$ cat config.mk
export PLATFORM = sky130hd
export DESIGN_NAME = uart_rx_fifo_flat
export DESIGN_NICKNAME = d
export VERILOG_FILES = /design/src/rtl/uart_rx_fifo_if.sv /design/src/rtl/uart_rx_fifo.sv /design/src/flat_wrapper.sv
export SDC_FILE = /design/constraint.sdc
export NUM_CORES = 1
export LEC_CHECK = 0
export BUFFER_PORTS_ARGS = -buffer_cell sky130_fd_sc_hd__buf_2
export CORE_AREA = 2 2 149 151
export CTS_BUF_LIST = sky130_fd_sc_hd__clkbuf_8
export DETAILED_ROUTE_END_ITERATION = 10
export DIE_AREA = 0 0 151 153
export PLACE_DENSITY = 0.48
export SYNTH_ARGS = -nofsm -noshare
export SYNTH_HDL_FRONTEND = slang
export SYNTH_SLANG_ARGS = --single-unit
export TNS_END_PERCENT = 20
$ cat constraint.sdc
create_clock -name clk_i -period 3.59 [get_ports clk_i]
set_clock_uncertainty 0.1 [all_clocks]
set_input_delay 0.359 -clock clk_i [delete_from_list [all_inputs] [get_ports clk_i]]
set_output_delay 0.359 -clock clk_i [all_outputs]
set_load 0.05 [all_outputs]
$ cat src/rtl/uart_rx_fifo_if.sv
// uart_rx_fifo_if: byte valid/ready handshake from the UART receiver into the receive buffer
//   uart_rx_data      received byte, driven by the receiver
//   uart_rx_data_vld  byte valid, held by the receiver until acknowledged
//   uart_rx_data_rdy  one-cycle acknowledge pulse from the buffer
interface uart_rx_fifo_if;
    logic [7:0] uart_rx_data;
    logic       uart_rx_data_vld;
    logic       uart_rx_data_rdy;
    modport master (output uart_rx_data, uart_rx_data_vld, input uart_rx_data_rdy);
    modport slave  (input uart_rx_data, uart_rx_data_vld, output uart_rx_data_rdy);
endinterface

$ cat src/rtl/uart_rx_fifo.sv
// uart_rx_fifo: DEPTH-entry first-word-fall-through receive buffer behind the UART receiver
//   clk_i, rst_n_i      clock, synchronous active-low reset
//   rx                  receiver byte handshake (slave side)
//   fifo_rd_i           pop head entry, fifo_flush_i discards all contents
//   fifo_thr_i          occupancy threshold for fifo_irq_o, 0 disables
//   fifo_stall_clr_i    clears the sticky fifo_stall_o
//   fifo_data_o         head byte (0 when empty), fifo_empty_o/fifo_full_o/fifo_cnt_o occupancy
module uart_rx_fifo #(
    parameter int DEPTH = 16,
    localparam int AW = $clog2(DEPTH)
) (
    input  logic          clk_i,
    input  logic          rst_n_i,
    uart_rx_fifo_if.slave rx,
    input  logic          fifo_rd_i,
    input  logic          fifo_flush_i,
    input  logic [AW:0]   fifo_thr_i,
    input  logic          fifo_stall_clr_i,
    output logic [7:0]    fifo_data_o,
    output logic          fifo_empty_o,
    output logic          fifo_full_o,
    output logic [AW:0]   fifo_cnt_o,
    output logic          fifo_irq_o,
    output logic          fifo_stall_o
);
    logic [7:0]    mem [DEPTH];
    logic [AW-1:0] wr_ptr, rd_ptr;
    logic [AW:0]   cnt;
    logic          rdy, stall, wr_en, rd_en;

    // The ~rdy term blocks the second write while the receiver still shows valid in the ack cycle.
    assign wr_en = rx.uart_rx_data_vld & ~rdy & ~fifo_full_o & ~fifo_flush_i;
    assign rd_en = fifo_rd_i & ~fifo_empty_o & ~fifo_flush_i;

    always_ff @(posedge clk_i) begin
        if (!rst_n_i) begin
            wr_ptr <= '0;
            rd_ptr <= '0;
            cnt    <= '0;
            rdy    <= 1'b0;
            stall  <= 1'b0;
        end else begin
            rdy    <= wr_en;
            wr_ptr <= fifo_flush_i ? '0 : wr_ptr + AW'(wr_en);
            rd_ptr <= fifo_flush_i ? '0 : rd_ptr + AW'(rd_en);
            cnt    <= fifo_flush_i ? '0 : cnt + (AW+1)'(wr_en) - (AW+1)'(rd_en);
            stall  <= (rx.uart_rx_data_vld & fifo_full_o) | (stall & ~fifo_stall_clr_i);
        end
    end

    always_ff @(posedge clk_i) begin
        if (wr_en) mem[wr_ptr] <= rx.uart_rx_data;
    end

    assign rx.uart_rx_data_rdy = rdy;
    assign fifo_empty_o = cnt == '0;
    assign fifo_full_o  = cnt == (AW+1)'(DEPTH);
    assign fifo_cnt_o   = cnt;
    assign fifo_irq_o   = (fifo_thr_i != '0) && (cnt >= fifo_thr_i);
    assign fifo_stall_o = stall;
    assign fifo_data_o  = fifo_empty_o ? 8'h00 : mem[rd_ptr];
endmodule

$ cat src/flat_wrapper.sv
// flat-port wrapper written by rule: the top's interface ports become plain ports
module uart_rx_fifo_flat 
#(
    parameter int DEPTH = 16,
    localparam int AW = $clog2(DEPTH)
)
  (clk_i, rst_n_i, fifo_rd_i, fifo_flush_i, fifo_thr_i, fifo_stall_clr_i, fifo_data_o, fifo_empty_o, fifo_full_o, fifo_cnt_o, fifo_irq_o, fifo_stall_o, rx_uart_rx_data, rx_uart_rx_data_vld, rx_uart_rx_data_rdy);
  uart_rx_fifo_if rx_i ();
  input  logic clk_i;
  input  logic rst_n_i;
  input  logic fifo_rd_i;
  input  logic fifo_flush_i;
  input  logic [AW:0] fifo_thr_i;
  input  logic fifo_stall_clr_i;
  output logic [7:0] fifo_data_o;
  output logic fifo_empty_o;
  output logic fifo_full_o;
  output logic [AW:0] fifo_cnt_o;
  output logic fifo_irq_o;
  output logic fifo_stall_o;
  input wire logic [$bits(rx_i.uart_rx_data)-1:0] rx_uart_rx_data;
  input wire logic [$bits(rx_i.uart_rx_data_vld)-1:0] rx_uart_rx_data_vld;
  output wire logic [$bits(rx_i.uart_rx_data_rdy)-1:0] rx_uart_rx_data_rdy;
  assign rx_i.uart_rx_data = rx_uart_rx_data;
  assign rx_i.uart_rx_data_vld = rx_uart_rx_data_vld;
  assign rx_uart_rx_data_rdy = rx_i.uart_rx_data_rdy;
  uart_rx_fifo #(.DEPTH(DEPTH)) u_core (.clk_i(clk_i), .rst_n_i(rst_n_i), .rx(rx_i), .fifo_rd_i(fifo_rd_i), .fifo_flush_i(fifo_flush_i), .fifo_thr_i(fifo_thr_i), .fifo_stall_clr_i(fifo_stall_clr_i), .fifo_data_o(fifo_data_o), .fifo_empty_o(fifo_empty_o), .fifo_full_o(fifo_full_o), .fifo_cnt_o(fifo_cnt_o), .fifo_irq_o(fifo_irq_o), .fifo_stall_o(fifo_stall_o));
endmodule
* After elaboration in Yosys (flattened, before gate mapping) *
Memories as Yosys holds them, arrays and structs flattened. A register that Yosys moved wholly into a read port is not among the register bits.
Index checks and enable logic that the tools add are counted.

word-level totals
  output and inout bits = 18
  memories kept = 1
  word-level logic and storage cells = 34
  memory bits (writable) = 128
  bits in latches = 0
  register bits = 15
  input port bits = 19
  memory bits (read-only) = 0

cells by class
  bitwise operators = 14
  order comparisons = 1
  multiply operators = 0
  div/mod/pow operators = 0
  add/subtract/negate cells = 4
  shift-type cells = 0
  mux-type cells = 4
  reduce and logical (&&, ||, !) cells = 4
  eq/ne operators = 1

memories
  name        words  width  read ports  clocked after Yosys merged registers in  write ports  RTL line            RTL
  u_core.mem  16     8      1           1                                        1            uart_rx_fifo.sv:26  logic [7:0] mem [DEPTH];

operators by type and width
  kind                                  count
  adder 4 x 1 -> 4 bit                  2
  two-way mux 8 bit                     1
  AND 1 bit                             7
  inverter 1 bit                        6
  adder 5 x 1 -> 5 bit                  1
  == test 5 bit, second input constant  1
  >= comparator 5 bit                   1
  logical NOT 5 bit                     1
  nonzero test 5 bit                    1
  subtractor 5 x 1 -> 5 bit             1
  two-way mux 4 bit                     1
  two-way mux 1 bit                     2
  OR reduction 2 bit                    1
  logical AND 1 bit                     1
  bitwise OR 1 bit                      1

* Logic depth before layout (Yosys ltp) *
Gate-level depths: netlist of run 1.

  depth in word-level cells = 6
  depth in mapped cells = 13
  depth with buffers taken out = 13

* Worst setup path before layout of run 1 *
OpenSTA, ideal clock, no wires.

  path type = register to register
  start = reg u_core.cnt[3] (netlist: u_core.fifo_cnt_o[3])
  end = reg u_core.cnt[4] (netlist: u_core.fifo_cnt_o[4])
  period minus slack after synthesis = 3.898 ns
  arrival time = 3.672 ns
  library setup time = 0.126 ns
  cell stages (with the launch flop) = 14
  buffers on the path = 0
  data required time = 3.364 ns
  setup slack = -0.308 ns
  cells stage by stage = dfxtp_1 -> inv_1 -> ha_1 -> nor4b_2 -> nor3b_1 -> ha_1 -> inv_1 -> ha_1 -> inv_1 -> fa_1 -> nand2b_1 -> a21oi_1 -> o21ai_0 -> nor3b_1

between the ends
  elaborated cells on any way between the ends = 10
  classes of those cells = add/sub (2); eq/ne (1); bitwise (6); reduce/logical (1)

RTL lines
  element                    RTL line            RTL
  from (decl)                uart_rx_fifo.sv:28  logic [AW:0] cnt;
  from (signal assigned)     uart_rx_fifo.sv:46  cnt <= fifo_flush_i ? '0 : cnt + (AW+1)'(wr_en) - (AW+1)'(rd_en);
  logical NOT 5 bit          uart_rx_fifo.sv:56  assign fifo_empty_o = cnt == '0;
  via fifo_empty_o           flat_wrapper.sv:16  output logic fifo_empty_o;
  inverter 1 bit             uart_rx_fifo.sv:33  assign rd_en = fifo_rd_i & ~fifo_empty_o & ~fifo_flush_i;
  AND 1 bit (2 in a row)     uart_rx_fifo.sv:33
  subtractor 5 x 1 -> 5 bit  uart_rx_fifo.sv:46

The timed path passes the listed nets, and every way through them passes these cells.
A chain may end at the register's enable or synchronous reset.

==> results of run 1 <==
-- layout by cell type (no fill, tap or decap), drive strengths merged, types with 2 or more instances in the layout --
master	instances
clkinvlp	4
nor2	20
nor4b	2
nor3	5
dfxtp	15
edfxtp	128
clkinv	5
bufinv	2
a211oi	16
mux2i	8
nand3	3
inv	14
a21oi	4
and2	6
nor3b	2
xnor2	4
clkbuf	17
buf	58
mux4	32
nand3b	2
ha	15
nand2b	5
xor2	3
nor2b	11
-- cells by family after synthesis --
logic type | share of synthesized area [%]
fa+ha+maj | 3.50
buf+inv | 2.66
mux | 13.8
simple gates | 6.18
compound gates | 2.96
flops | 69.9
xor+xnor | 1.03
-- layer usage --
metal,vias to the layer above,share of wire (%)
li1,1382,-
met1,1585,45
met2,62,49
met3,8,4.2
met4,0,0.92
met5,-,0
-- power by group --
group          total, mW  internal [mW]  switching (mW)  leakage (nW)
Combinational      0.507          0.164           0.343         0.820
Clock               1.17          0.598           0.576         0.177
Sequential          1.85           1.83          0.0244          1.27
Total               3.53           2.59           0.943          2.27
-- cell type report --
type	instances	area (µm²)
flip-flops and latches	143	4150
inverters	12	45.0
clock buffers	17	234
well taps	280	350
multi-input cells	148	1640
clock inverters	13	128
repair buffers	58	358
fillers	2090	14600
-- worst max-delay path, stage by stage (launching register included) --
cell      delay, ns
dfxtp_2        0.74
buf_4          0.43
mux4_2         0.56
mux2i_1        0.19
a211oi_1       0.15
buf_2          0.29
-- flip-flops by register name, indices dropped and copies added, names as in the netlist --
| register | flops |
|---|---|
| u_core.fifo_cnt_o | 5 |
| u_core.fifo_stall_o | 1 |
| u_core.mem | 128 |
| u_core.rd_ptr | 4 |
| u_core.rx.uart_rx_data_rdy | 1 |
| u_core.wr_ptr | 4 |
-- final timing paths --
| path | startpoint | end | slack, ns | depth (start not counted) |
|---|---|---|---|---|
| worst min-delay path | rst_n_i | u_core.fifo_stall_o$_SDFF_PN0_ | 0.09 | 2 |
| worst max register to register | u_core.fifo_cnt_o[3]$_SDFF_PP0_ | u_core.fifo_cnt_o[4]$_SDFF_PP0_ | 0.53 | 14 |
| worst max-delay path | u_core.rd_ptr[0]$_SDFF_PP0_ | fifo_data_o[3] | 0.32 | 5 |
| worst min register to register | u_core.fifo_stall_o$_SDFF_PN0_ | u_core.fifo_stall_o$_SDFF_PN0_ | 0.54 | 3 |
-- metrics by stage --
stage	hold WS [ns]	instance area (µm²)	setup WS, ns
2_1_floorplan	0.358	5940	0.194
3_3_place_gp	0.494	6530	0.682
3_5_place_dp	0.525	6530	0.529
4_1_cts	0.0548	6900	0.219
5_1_grt	0.0491	6900	0.0904
6_report	0.0907	6900	0.322
==> impl_metrics.env, run 1 <==
export IMPL_vias_per_cell=4.53
export IMPL_netlist_instances=319
export IMPL_max_freq_mhz=306
export IMPL_die_height_um=153
export IMPL_remaining_drc_errors=0
export IMPL_synth_avg_cell_area_um2=18.6
export IMPL_vias=3037
export IMPL_place_congestion=0.693
export IMPL_dieWidth_um=151
export IMPL_cp_required_ns=3.13
export IMPL_peakVddDrop_uv=304
export IMPL_synthTopCellsByArea="edfxtp_1 65%, mux4_2 11%, dfxtp_1 5.1%, ha_1 3.2%, a211oi_1 2.0%"
export IMPL_coreArea_um2=21500
export IMPL_syn_area_um2=5930
export IMPL_top_usage_layer="met2"
export IMPL_ys_seq_elements=143
export IMPL_rsz0062_at_grt="no"
export IMPL_yosysMostFrequentCell="edfxtp_1"
export IMPL_powerDensity_nw_per_um2=513
export IMPL_crit_type="reg2out"
export IMPL_leakagePower_nw=2.27
export IMPL_finalCritPeriodShare_pct=91.0
export IMPL_cts_htree_levels=4
export IMPL_area_delta_synth_final_pct=16.3
export IMPL_setup_viol=0
export IMPL_clockBufferDepth=2
export IMPL_cts_sinks=143
export IMPL_cts_root_buf="clkbuf_8"
export IMPL_n_antenna_cell=0
export IMPL_synth_common_cells="128 x edfxtp_1, 28 x mux4_2, 20 x nor2_1"
export IMPL_start_util_pct=27.6
export IMPL_yosys_area_top_type="edfxtp_1"
export IMPL_grt_first_pass_wirelength_um=18900
export IMPL_grt_use_met2_pct=18.2
export IMPL_ios=37
export IMPL_ys_warn_count=0
export IMPL_cts_tree="done"
export IMPL_finalNonFillerCells=671
export IMPL_yosysTopAreaCellShare_pct=64.8
export IMPL_syn_nets=354
export IMPL_cp_arrival_ns=2.81
export IMPL_grt_use_total_pct=11.3
export IMPL_min_period_ns=3.27
export IMPL_ctsResizeCount=0
export IMPL_synth_edf_count=128
export IMPL_hold_viol=0
export IMPL_cts_setup_buffers=0
export IMPL_grtUsageMet1_pct=14.7
export IMPL_wl_um=12400
export IMPL_fin_nets=415
export IMPL_ant_nets=0
export IMPL_max_slew_margin_pct=49.1
export IMPL_use_met3_pct=3.34
export IMPL_place_port_buffers=36
export IMPL_synth_cell_types=38
export IMPL_slew_violations=0
export IMPL_setup_tns_ns=0
export IMPL_wl_per_cell_um=18.4
export IMPL_async_flop_share_pct=0
export IMPL_tightest_slew_ns=0.762
export IMPL_synth_ff_type="edfxtp_1"
export IMPL_grt_pass1_vias=3139
export IMPL_hpwl_um=7900
export IMPL_ctsHoldBuffers=0
export IMPL_path_clk_slew_ns=0.07
export IMPL_synth_seq_area_share_pct=69.9
export IMPL_grt_overflow=0
export IMPL_dr_first_iter_drc_count=213
export IMPL_status="finished, final reports clean"
export IMPL_num_rows=54
export IMPL_cp_end_kind="output pin"
export IMPL_grt_max_degree=31
export IMPL_maxCapViolations=0
export IMPL_holdCritPathClass="in2reg"
export IMPL_power_mw=3.53
export IMPL_utilization_pct=32.1
export IMPL_dieArea_um2=23100
export IMPL_drtPass1Iterations=4
export IMPL_post_place_cells=641
export IMPL_drive_gt1_share_pct=30.4
export IMPL_cts_buffers=17
export IMPL_clk_latency_ns=0.43
export IMPL_worstPathMaxFanout=17
export IMPL_antenna_found_initial=0
export IMPL_start_kind="register"
(Power assumes the default switching activity.)
==> inputs of run 2 (changes only) <==
--- a/config.mk
+++ b/config.mk
@@ -5,11 +5,12 @@
 export SDC_FILE = /design/constraint.sdc
 export NUM_CORES = 1
 export LEC_CHECK = 0
+export ABC_AREA = 1
 export BUFFER_PORTS_ARGS = -buffer_cell sky130_fd_sc_hd__buf_2
-export CORE_AREA = 2 2 149 151
+export CORE_AREA = 2 2 151 153
 export CTS_BUF_LIST = sky130_fd_sc_hd__clkbuf_8
 export DETAILED_ROUTE_END_ITERATION = 10
-export DIE_AREA = 0 0 151 153
+export DIE_AREA = 0 0 153 155
 export PLACE_DENSITY = 0.48
 export SYNTH_ARGS = -nofsm -noshare
 export SYNTH_HDL_FRONTEND = slang
==> run 2 against run 1 <==
- sequential power barely moved
- clock power rose by 21%
- synthesized cell count rose by 74%
- non-clock buffer count fell by 17
- first-iteration DRC count rose by 20%
- critical path depth rose by 4
- die area rose by 2.6%
- critical path type unchanged
- hold slack got worse by 0.025 ns
- sequential share of layout area fell by 0.53 points
- combinational power fell by 16%
- routed wire length rose by 20%
- core utilization fell by 0.80 points
==> impl_metrics.env, run 2 <==
export IMPL_num_rows=55
export IMPL_cp_end_kind="output pin"
export IMPL_clockBufferDepth=2
export IMPL_dr_first_iter_drc_count=256
export IMPL_synthMuxAreaShare_pct=0
export IMPL_worstPathCellList="inv_2 -> buf_4 -> nand2_1 -> nand3_1 -> nand3_1 -> nand2_1 -> nand2_1 -> a21oi_1 -> buf_2"
export IMPL_netlist_instances=555
export IMPL_ys_seq_elements=143
export IMPL_dieWidth_um=153
export IMPL_drive_gt1_share_pct=11.9
export IMPL_min_period_ns=3.03
export IMPL_clkPwrFrac_pct=38.3
export IMPL_synth_seq_area_share_pct=67.7
export IMPL_largest_reg_flops=128
export IMPL_peakVddDrop_uv=225
export IMPL_comb_power_share_pct=11.6
export IMPL_cp_top_family="buffers and inverters"
export IMPL_dp_slack_ns=0.957
export IMPL_cp_required_ns=3.13
export IMPL_max_slew_margin_pct=41.9
export IMPL_path_clk_slew_ns=0.08
export IMPL_syn_nets=590
export IMPL_drtPass1Iterations=4
export IMPL_cp_arrival_ns=2.57
export IMPL_cp_slowest_cell="inv_2"
export IMPL_rsz0062_at_grt="no"
export IMPL_synth_common_cells="170 x nand2_1, 128 x edfxtp_1, 103 x nand3_1"
export IMPL_antenna_found_initial=0
export IMPL_grt_first_pass_wirelength_um=23400
export IMPL_clk_latency_ns=0.44
export IMPL_cts_root_buf="clkbuf_8"
export IMPL_grt_max_degree=66
export IMPL_ctsHoldBuffers=0
export IMPL_final_common_cell="nand2_1"
export IMPL_tightest_slew_ns=0.868
export IMPL_synth_top_family_by_area="simple AND/OR/NAND/NOR gates"
export IMPL_synth_xor_area_share_pct=0.572
export IMPL_finalNonFillerCells=889
export IMPL_holdCritPathClass="in2reg"
export IMPL_synthTopCellsByArea="edfxtp_1 63%, nand2_1 10%, nand3_1 8.4%, dfxtp_1 4.9%, ha_1 3.1%"
export IMPL_setup_tns_ns=0
export IMPL_worstPathMaxFanout=29
export IMPL_finalCritPeriodShare_pct=84.4
export IMPL_ant_nets=0
export IMPL_synthAdderAreaFrac_pct=3.39
export IMPL_powerDensity_nw_per_um2=528
export IMPL_place_port_buffers=36
export IMPL_cts_htree_levels=4
export IMPL_coreArea_um2=22200
export IMPL_p_switching_mw=0.936
export IMPL_yosys_area_share_simple_pct=21.3
export IMPL_crit_type="reg2out"
export IMPL_area_delta_synth_final_pct=13.6
export IMPL_vias=4031
export IMPL_internal_power_mw=2.73
export IMPL_remaining_drc_errors=0
export IMPL_ctsResizeCount=0
export IMPL_start_util_pct=27.5
export IMPL_synth_avg_cell_area_um2=11.0
export IMPL_ys_warn_count=0
export IMPL_slew_violations=0
export IMPL_worst_slack_ns=0.559
export IMPL_wl_um=14800
export IMPL_hpwl_um=9300
export IMPL_regMostFlops="u_core.mem"
export IMPL_cts_sinks=143
export IMPL_async_flop_share_pct=0
export IMPL_yosys_area_top_type="edfxtp_1"
export IMPL_path_common_cell="nand2_1"
export IMPL_yosysTopAreaCellShare_pct=62.8
export IMPL_syn_area_um2=6120
export IMPL_grt_overflow=0
export IMPL_place_congestion=0.785
export IMPL_synth_edf_count=128
export IMPL_cts_buffers=17
export IMPL_die_height_um=155
export IMPL_max_freq_mhz=330
export IMPL_cts_tree="done"
export IMPL_fin_nets=626
export IMPL_maxCapViolations=0
export IMPL_synth_compound_area_share_pct=2.13
export IMPL_yosysMostFrequentCell="nand2_1"
export IMPL_synth_ff_type="edfxtp_1"
export IMPL_p_sw_share_pct=25.5
export IMPL_final_cell_mix="170 x nand2_1, 128 x edfxtp_1, 103 x nand3_1"
export IMPL_slowest_delay_ns=0.41
export IMPL_vias_per_cell=4.53
export IMPL_leakagePower_nw=2.60
export IMPL_wl_per_cell_um=16.7
export IMPL_grt_use_total_pct=13.0
export IMPL_ios=37
export IMPL_dieArea_um2=23700
export IMPL_setup_viol=0
export IMPL_cts_setup_buffers=0
export IMPL_n_antenna_cell=0
export IMPL_synth_cell_types=23
export IMPL_status="finished, final reports clean"
export IMPL_post_place_cells=857
export IMPL_hold_viol=0
export IMPL_grt_pass1_vias=4017
export IMPL_path_buf_inv=3
export IMPL_start_kind="register"
export IMPL_seqPwrFrac_pct=50.1
run 2: final timing paths:
check,from,to,slack (ns),cells after the start
max,u_core.rd_ptr[0]$_SDFF_PP0_,fifo_data_o[0],0.56,9
min reg2reg,u_core.fifo_stall_o$_SDFF_PN0_,u_core.fifo_stall_o$_SDFF_PN0_,0.38,2
max reg2reg,u_core.fifo_cnt_o[2]$_SDFF_PP0_,u_core.fifo_cnt_o[4]$_SDFF_PP0_,0.93,13
min,fifo_stall_clr_i,u_core.fifo_stall_o$_SDFF_PN0_,0.07,4
run 2: final cells by class:
class / count / area (µm²)
sequential: 143 / 4150
multi-input combinational: 354 / 1680
clock buffer: 17 / 234
tap: 285 / 357
timing repair buffer: 41 / 218
fill: 2290 / 15300
inverter: 34 / 128
clock inverter: 15 / 200
run 2: logic make-up after synthesis:
kind of cell    after synthesis
buf+inv                      58
compound gates               25
flops                       143
fa+ha+maj                    16
simple gates                309
xor+xnor                      4
run 2: power by group through the flow:
stage	combinational [mW]	clock (mW)	sequential (mW)
after detailed placement	0.428	0	1.88
after floorplan	0.270	0	1.90
after global placement	0.424	0	1.88
after CTS	0.429	1.44	1.84
final	0.424	1.41	1.84
after global routing	0.465	1.52	1.84
run 2: worst reg2reg max path: cells and delay by family, from the launching register on:
| kind | cells | cell delay (ns) |
|---|---|---|
| simple gates | 1 | 0.10 |
| buf+inv | 4 | 0.30 |
| flops | 1 | 0.35 |
| compound gates | 4 | 0.76 |
| fa+ha+maj | 4 | 0.98 |
run 2: per-layer routing:
layer | share of wire, % | global-route usage, % | vias to the layer above | routed length [µm]
li1 | - | - | 1977 | -
met1 | 47 | 17.8 | 1958 | 7010
met2 | 48 | 20.7 | 86 | 7050
met3 | 4.1 | 3.37 | 10 | 602
met4 | 1.0 | 3.53 | 0 | 150
met5 | 0 | 0 | - | 0
run 2: metrics by stage:
step / hold slack, ns / utilization, % / power, mW / instance area, µm²
floorplan: 0.358 / - / 2.17 / 6120
global placement: 0.358 / 29.3 / 2.30 / 6520
detailed placement: 0.358 / 29.3 / 2.30 / 6520
CTS: 0.0339 / 31.3 / 3.71 / 6960
global route: 0.0567 / 31.3 / 3.82 / 6960
finish: 0.0656 / 31.3 / 3.67 / 6960
